`src/rtl/ir_cam_pkg.sv`:
```
// ir_cam_pkg: shared definitions for the IR camera controller.
//   state_e          - controller FSM states
//   CAM_ADDR_DEFAULT - default 7-bit I2C address of the camera
//   INIT_TABLE       - (reg,val) pairs written during init, index 0 first
//   PTR_BYTE         - register pointer written before each blob read
//   READ_LEN         - byte count of the blob read
package ir_cam_pkg;

  typedef enum logic [2:0] {
    S_IDLE,
    S_ISSUE,
    S_WAIT_DONE,
    S_GAP,
    S_CAPTURE,
    S_POLL_WAIT
  } state_e;

  localparam logic [6:0] CAM_ADDR_DEFAULT = 7'h58;

  localparam int unsigned INIT_STEPS = 6;

  // Packed so that element 0 is the first write of the init sequence.
  localparam logic [INIT_STEPS-1:0][15:0] INIT_TABLE = {
    16'h3333, 16'h1A40, 16'h08C0, 16'h0690, 16'h3008, 16'h3001
  };

  localparam logic [2:0] LAST_INIT_STEP = 3'd5;
  localparam logic [2:0] PTR_STEP       = 3'd6;
  localparam logic [2:0] READ_STEP      = 3'd7;

  localparam logic [7:0] PTR_BYTE  = 8'h36;
  localparam logic [4:0] WRITE_LEN = 5'd2;
  localparam logic [4:0] PTR_LEN   = 5'd1;
  localparam logic [4:0] READ_LEN  = 5'd16;

endpackage

```
`src/rtl/ir_cam_init_rom.sv`:
```
// ir_cam_init_rom: maps a sequence step to the I2C transaction it issues.
//   step    in  3   0-5 init register writes, 6 pointer write, 7 blob read
//   rw      out 1   1 = read
//   packets out 5   byte count
//   data    out 16  write payload (first byte in the upper half for 2-byte writes)
module ir_cam_init_rom
  import ir_cam_pkg::*;
(
  input  logic [2:0]  step,
  output logic        rw,
  output logic [4:0]  packets,
  output logic [15:0] data
);

  always_comb begin
    rw      = 1'b0;
    packets = '0;
    data    = '0;
    if (step == READ_STEP) begin
      rw      = 1'b1;
      packets = READ_LEN;
    end else if (step == PTR_STEP) begin
      packets = PTR_LEN;
      data    = {8'h00, PTR_BYTE};
    end else begin
      packets = WRITE_LEN;
      data    = INIT_TABLE[step];
    end
  end

endmodule

```
`src/rtl/ir_cam_ctrl.sv`:
```
// ir_cam_ctrl: drives an I2C master to initialise an IR camera and then
// poll it continuously, decoding the coordinates of blob 1.
//   clk, reset           clock, synchronous active-high reset
//   enable               run init, then continuous polling
//   i2c_ready            master idle
//   i2c_data_out[127:0]  read data, first byte in [127:120]
//   i2c_start/rw/addr/data/packets  transaction request to the master
//   init_done            init sequence has completed
//   blob_x/blob_y/blob_valid  blob-1 result of the last capture
//   blob_strobe          one-cycle pulse per capture
module ir_cam_ctrl
  import ir_cam_pkg::*;
#(
  parameter logic [6:0]  CAM_ADDR    = CAM_ADDR_DEFAULT,
  parameter int unsigned GAP_CYCLES  = 4,
  parameter int unsigned POLL_CYCLES = 1000
) (
  input  logic         clk,
  input  logic         reset,
  input  logic         enable,
  input  logic         i2c_ready,
  input  logic [127:0] i2c_data_out,
  output logic         i2c_start,
  output logic         i2c_rw,
  output logic [6:0]   i2c_addr,
  output logic [127:0] i2c_data,
  output logic [4:0]   i2c_packets,
  output logic         init_done,
  output logic [9:0]   blob_x,
  output logic [9:0]   blob_y,
  output logic         blob_valid,
  output logic         blob_strobe
);

  localparam int unsigned CNT_MAX = (GAP_CYCLES > POLL_CYCLES) ? GAP_CYCLES : POLL_CYCLES;
  localparam int unsigned CNT_W   = (CNT_MAX > 1) ? $clog2(CNT_MAX) : 1;
  localparam logic [CNT_W-1:0] GAP_END  = CNT_W'(GAP_CYCLES - 1);
  localparam logic [CNT_W-1:0] POLL_END = CNT_W'(POLL_CYCLES - 1);

  state_e             state_q, state_d;
  logic [2:0]         step_q, step_d;
  logic [CNT_W-1:0]   cnt_q, cnt_d;
  logic               start_q, start_d;
  logic               rw_q, rw_d;
  logic [127:0]       data_q, data_d;
  logic [4:0]         packets_q, packets_d;
  logic               init_done_q, init_done_d;
  logic [9:0]         blob_x_q, blob_x_d;
  logic [9:0]         blob_y_q, blob_y_d;
  logic               blob_valid_q, blob_valid_d;
  logic               blob_strobe_q, blob_strobe_d;
  logic               load;

  logic               rom_rw;
  logic [4:0]         rom_packets;
  logic [15:0]        rom_data;

  logic [7:0]         rd_b1, rd_b2, rd_b3;
  logic               unused_rd_bits;

  assign rd_b1 = i2c_data_out[119:112];
  assign rd_b2 = i2c_data_out[111:104];
  assign rd_b3 = i2c_data_out[103:96];
  // Only blob 1 is decoded; the header byte and later blobs are ignored.
  assign unused_rd_bits = ^{i2c_data_out[127:120], i2c_data_out[95:0]};

  // ROM looks at the step being entered so the payload is registered
  // together with i2c_start on ISSUE entry.
  ir_cam_init_rom u_rom (
    .step    (step_d),
    .rw      (rom_rw),
    .packets (rom_packets),
    .data    (rom_data)
  );

  always_comb begin
    state_d       = state_q;
    step_d        = step_q;
    cnt_d         = cnt_q;
    start_d       = start_q;
    init_done_d   = init_done_q;
    blob_x_d      = blob_x_q;
    blob_y_d      = blob_y_q;
    blob_valid_d  = blob_valid_q;
    blob_strobe_d = 1'b0;
    load          = 1'b0;

    unique case (state_q)
      S_IDLE: begin
        if (enable && i2c_ready) begin
          step_d  = init_done_q ? PTR_STEP : 3'd0;
          state_d = S_ISSUE;
          start_d = 1'b1;
          load    = 1'b1;
        end
      end
      S_ISSUE: begin
        if (!i2c_ready) begin
          start_d = 1'b0;
          state_d = S_WAIT_DONE;
        end
      end
      S_WAIT_DONE: begin
        if (i2c_ready) begin
          cnt_d   = '0;
          state_d = (step_q == READ_STEP) ? S_CAPTURE : S_GAP;
        end
      end
      S_GAP: begin
        if (cnt_q == GAP_END) begin
          cnt_d = '0;
          if (step_q == LAST_INIT_STEP) init_done_d = 1'b1;
          if (!enable) begin
            state_d = S_IDLE;
          end else begin
            step_d  = step_q + 3'd1;
            state_d = S_ISSUE;
            start_d = 1'b1;
            load    = 1'b1;
          end
        end else begin
          cnt_d = cnt_q + 1'b1;
        end
      end
      S_CAPTURE: begin
        blob_x_d      = {rd_b3[5:4], rd_b1};
        blob_y_d      = {rd_b3[7:6], rd_b2};
        blob_valid_d  = !((rd_b1 == 8'hFF) && (rd_b2 == 8'hFF) && (rd_b3 == 8'hFF));
        blob_strobe_d = 1'b1;
        cnt_d         = '0;
        state_d       = S_POLL_WAIT;
      end
      S_POLL_WAIT: begin
        if (cnt_q == POLL_END) begin
          cnt_d = '0;
          if (!enable) begin
            state_d = S_IDLE;
          end else begin
            step_d  = PTR_STEP;
            state_d = S_ISSUE;
            start_d = 1'b1;
            load    = 1'b1;
          end
        end else begin
          cnt_d = cnt_q + 1'b1;
        end
      end
      default: state_d = S_IDLE;
    endcase
  end

  // Kept apart from the FSM block: the ROM input depends on step_d, so
  // merging would form a false combinational loop through the ROM.
  always_comb begin
    rw_d      = rw_q;
    packets_d = packets_q;
    data_d    = data_q;
    if (load) begin
      rw_d      = rom_rw;
      packets_d = rom_packets;
      data_d    = {{112{1'b0}}, rom_data};
    end
  end

  always_ff @(posedge clk) begin
    if (reset) begin
      state_q       <= S_IDLE;
      step_q        <= '0;
      cnt_q         <= '0;
      start_q       <= 1'b0;
      rw_q          <= 1'b0;
      data_q        <= '0;
      packets_q     <= '0;
      init_done_q   <= 1'b0;
      blob_x_q      <= '0;
      blob_y_q      <= '0;
      blob_valid_q  <= 1'b0;
      blob_strobe_q <= 1'b0;
    end else begin
      state_q       <= state_d;
      step_q        <= step_d;
      cnt_q         <= cnt_d;
      start_q       <= start_d;
      rw_q          <= rw_d;
      data_q        <= data_d;
      packets_q     <= packets_d;
      init_done_q   <= init_done_d;
      blob_x_q      <= blob_x_d;
      blob_y_q      <= blob_y_d;
      blob_valid_q  <= blob_valid_d;
      blob_strobe_q <= blob_strobe_d;
    end
  end

  assign i2c_start   = start_q;
  assign i2c_rw      = rw_q;
  assign i2c_addr    = CAM_ADDR;
  assign i2c_data    = data_q;
  assign i2c_packets = packets_q;
  assign init_done   = init_done_q;
  assign blob_x      = blob_x_q;
  assign blob_y      = blob_y_q;
  assign blob_valid  = blob_valid_q;
  assign blob_strobe = blob_strobe_q;

endmodule

```
`config.mk`:
```
export PLATFORM = sky130hd
export DESIGN_NAME = ir_cam_ctrl
export DESIGN_NICKNAME = d
export VERILOG_FILES = /design/src/rtl/ir_cam_pkg.sv /design/src/rtl/ir_cam_init_rom.sv /design/src/rtl/ir_cam_ctrl.sv
export SDC_FILE = /design/constraint.sdc
export NUM_CORES = 1
export LEC_CHECK = 0
export CAP_MARGIN = 5
export CORE_AREA = 2 2 114 116
export DETAILED_ROUTE_END_ITERATION = 12
export DIE_AREA = 0 0 116 118
export PLACE_DENSITY = 0.71
export SLEW_MARGIN = 40
export SYNTH_ARGS = -nofsm -noshare
export SYNTH_HDL_FRONTEND = slang
export SYNTH_SLANG_ARGS = --single-unit
```
`constraint.sdc`:
```
create_clock -name clk -period 3 [get_ports clk]
set_input_delay 0.3 -clock clk [delete_from_list [all_inputs] [get_ports clk]]
set_output_delay 0.3 -clock clk [all_outputs]
set_load 0.01 [all_outputs]
```
==> results.py, run 1 <==
metrics = {
    "clocking": {
        "cts.sinks": 54,
        "insertion_delay_ns": 0.29,
        "cts-root-buf": "clkbuf_16",
        "cts_hold_buf": 0,
        "clk_pin_slew_ns": 0.07,
        "cts_buffers": 5,
        "cts_resized": 0,
        "cts_max_level": 2,
        "cts_tree": "yes",
        "clockBufferDepth": 2,
        "postCtsSetupBuffers": 0,
    },
    "global_route": {
        "grt_max_degree": 36,
        "globalRoute.totalOverflow": 0,
        "track_usage_pct": 9.45,
        "antenna_found_initial": 0,
        "grt_pass1_wl_um": 10500,
        "grt_pass1_vias": 2139,
    },
    "final_layout": {
        "antennaDiodeCount": 0,
        "layout_commonest_cell": "conb_1",
        "final_util_pct": 32.6,
        "nFillCells": 1351,
        "drive_gt1_share_pct": 5.81,
        "num-nets-final": 638,
        "synthToLayoutAreaGrowth_pct": 17.5,
        "final_cell_mix": "conb_1 (123), clkdlybuf4s50_1 (69), nand2_1 (60)",
    },
    "power": {
        "vdd_drop_max_uv": 364,
        "powerDensity_nw_per_um2": 413,
        "switching_power_w": 0.000435,
        "clkPwrFrac_pct": 38.3,
        "sw_frac_of_total_pct": 26.0,
        "p_comb_share_pct": 16.9,
        "p_int_w": 0.00124,
        "pwr-share-seq_pct": 44.8,
        "leakage_nw": 1.64,
    },
    "floorplan": {
        "dieArea_um2": 13700,
        "coreArea_um2": 12400,
        "initial_utilization_pct": 27.8,
        "die_h_um": 118,
        "die_w_um": 116,
        "rows": 41,
        "ioPinCount": 297,
    },
    "drt": {
        "ant_nets": 0,
        "via_per_inst": 3.87,
        "drc": 0,
        "wl_um": 6850,
        "dr.first_iter.drc_count": 148,
        "dr.pass1.iters": 4,
        "vias": 2598,
        "routedWlPerCell_um": 10.2,
    },
    "sta": {
        "min_period_ns": 2.69,
        "fin_crit_sh_pct": 89.6,
        "finalClockSkew_ns": 0.00784,
        "finalHoldViolCount": 0,
        "fmax_ghz": 0.372,
        "grt_setup_unrepaired": "false",
        "slew_viol_final": 0,
        "fin_tns_setup_ns": 0,
        "setup_viol": 0,
    },
    "synthesis": {
        "ys_ff_latch": 54,
        "synth_ff_type": "dfxtp_1",
        "ys_seq_area_share_pct": 31.3,
        "synth-edff-count": 0,
        "netlist-cell-type-count": 51,
        "syn_inst": 433,
        "netlist_area_um2": 3450,
        "synth.avg_cell_area_um2": 7.97,
        "async_flop_share_pct": 0,
        "yosys_warnings": 0,
    },
    "flow_run": {
        "cap_violations": 0,
    },
    "worst_setup_path": {
        "crit_buf_inv": 0,
        "crit_family": "simple AND/OR/NAND/NOR gates",
        "r2r_cells": 8,
        "r2r_end": "i2c_data[8]$_SDFFE_PP0P_",
        "critPathCaptureType": "flip-flop",
        "reg2reg_from": "cnt_q[5]$_SDFFE_PP0P_",
        "cp.arrival_ns": 2.91,
        "crit_path_start_kind": "flip-flop",
        "path_max_fanout": 6,
        "r2r_slack_ns": 0.31,
        "cpPeakStageDelay_ns": 0.53,
        "path_cells": "nor4_1, and4_1, nor2b_1, a2111oi_4, and2b_2, ha_1, or4_1, a21oi_1",
        "criticalPathCategory": "reg -> reg",
        "slowest_stage": "or4_1",
        "cp.required_ns": 3.22,
    },
    "placement": {
        "gp_congestion": 0.797,
        "io_buffers": 69,
        "hpwl_um": 5300,
    },
    "hold_path": {
        "hp-class": "reg -> reg",
        "min_from": "blob_x[5]$_SDFFE_PP0P_",
        "whs_path_depth": 2,
        "holdPathEnd": "blob_x[5]$_SDFFE_PP0P_",
    },
    "run_status": {
        "status": "complete, no violations",
    },
}
worst min-delay path, delay by kind of cell (launching register included):
kind | cells | cell delay, ns
DFF | 1 | 0.31
AOI/OAI and AO/OA | 1 | 0.05
and+or+nand+nor | 1 | 0.05
logic make-up (layout without fill, tap and decap cells):
logic type      Yosys count  in the layout  synth area share [%]
buf+inv                 149             94                  30.2
flops                    54             54                  31.3
xor+xnor                  7              7                  1.78
simple gates            150            150                  21.4
compound gates           60             60                  11.1
mux                       3              3                  1.02
fa+ha+maj                 8              8                  2.90
other cells               2            123                 0.218
flip-flops by register name, indices dropped and copies added (netlist names):
name,cells
init_done,1
cnt_q,10
blob_y,10
blob_valid,1
blob_strobe,1
i2c_start,1
blob_x,10
i2c_rw,1
i2c_packets,2
state_q,3
i2c_data,11
step_q,3
layout make-up:
class / instances / area [um^2] / area share, %
inverters: 5 / 18.8 / 0.463
clock inverters: 1 / 30.0 / 0.741
multi-input cells: 351 / 1780 / 44.0
well taps: 172 / 215 / 5.31
clock buffers: 7 / 133 / 3.27
repair buffers: 81 / 793 / 19.6
flip-flops and latches: 54 / 1080 / 26.7
through the flow:
stage               setup slack, ns  total power (W)  hold slack [ns]  cells  cell area [um^2]
finish                        0.313          0.00167            0.452    671              4050
global route                  0.109          0.00176            0.476    671              4050
CTS                           0.320          0.00168            0.455    671              4050
detailed placement            0.160          0.00104            0.446    663              3890
global placement              0.152          0.00104            0.441    663              3890
floorplan                     0.440          0.00106            0.436    554              3900
power groups by stage:
stage	combinational (W)	clock (W)	sequential (W)
floorplan	0.000296	0	0.000767
global placement	0.000278	0	0.000765
detailed placement	0.000279	0	0.000764
CTS	0.000280	0.000655	0.000748
global route	0.000313	0.000692	0.000751
finish	0.000283	0.000641	0.000749
layer usage:
layer  GRT usage (%)  wire (um)  up-vias
met1            12.6       3020     1167
met4            2.68         96        0
met3            2.32        430        9
li1                -          -     1316
met5               0          0        -
met2            15.1       3300      106
cell usage after synthesis, types with 2 or more instances:
master	n	area share (%)
nor3_2	2	0.58
nand3_1	6	0.87
xor2_1	5	1.3
clkbuf_1	12	1.3
and3_1	2	0.36
a21o_1	2	0.44
buf_4	127	28
a31oi_1	2	0.36
mux2i_1	2	0.58
dfxtp_1	54	31
nand2_1	60	6.5
ha_1	8	2.9
nand4_1	9	1.6
nor4_1	2	0.36
nand4_2	2	0.73
and4_1	2	0.51
inv_1	5	0.54
or3_1	3	0.54
buf_2	4	0.58
and3b_1	3	0.76
nor2_1	38	4.1
xnor2_1	2	0.51
a2bb2oi_1	3	0.76
nand2b_1	3	0.54
or4_1	2	0.44
o21a_1	2	0.44
nor2b_1	4	0.73
a22o_1	2	0.51
o21ai_0	6	0.87
o21ai_1	2	0.29
a21oi_1	32	4.6
conb_1	2	0.22
nor3_1	5	0.73
how the worst max path moves through the flow:
stage	to	cells after the start	start	slack (ns)
floorplan	i2c_data[9]$_SDFFE_PP0P_	10	cnt_q[0]$_SDFFE_PP0P_	0.44
global placement	i2c_data[8]$_SDFFE_PP0P_	9	enable	0.15
detailed placement	i2c_data[8]$_SDFFE_PP0P_	9	enable	0.16
CTS	i2c_data[3]$_SDFFE_PP0P_	9	cnt_q[0]$_SDFFE_PP0P_	0.32
global route	i2c_data[3]$_SDFFE_PP0P_	9	cnt_q[0]$_SDFFE_PP0P_	0.11
finish	i2c_data[8]$_SDFFE_PP0P_	8	cnt_q[5]$_SDFFE_PP0P_	0.31
(Power assumes the default switching activity.)
==> run 2, diff against run 1 <==
--- a/config.mk
+++ b/config.mk
@@ -5,7 +5,6 @@
 export SDC_FILE = /design/constraint.sdc
 export NUM_CORES = 1
 export LEC_CHECK = 0
-export CAP_MARGIN = 5
 export CORE_AREA = 2 2 114 116
 export DETAILED_ROUTE_END_ITERATION = 12
 export DIE_AREA = 0 0 116 118
==> results of run 2 <==
Same layout as run 1: the final DEF is identical, and so are final timing and power.
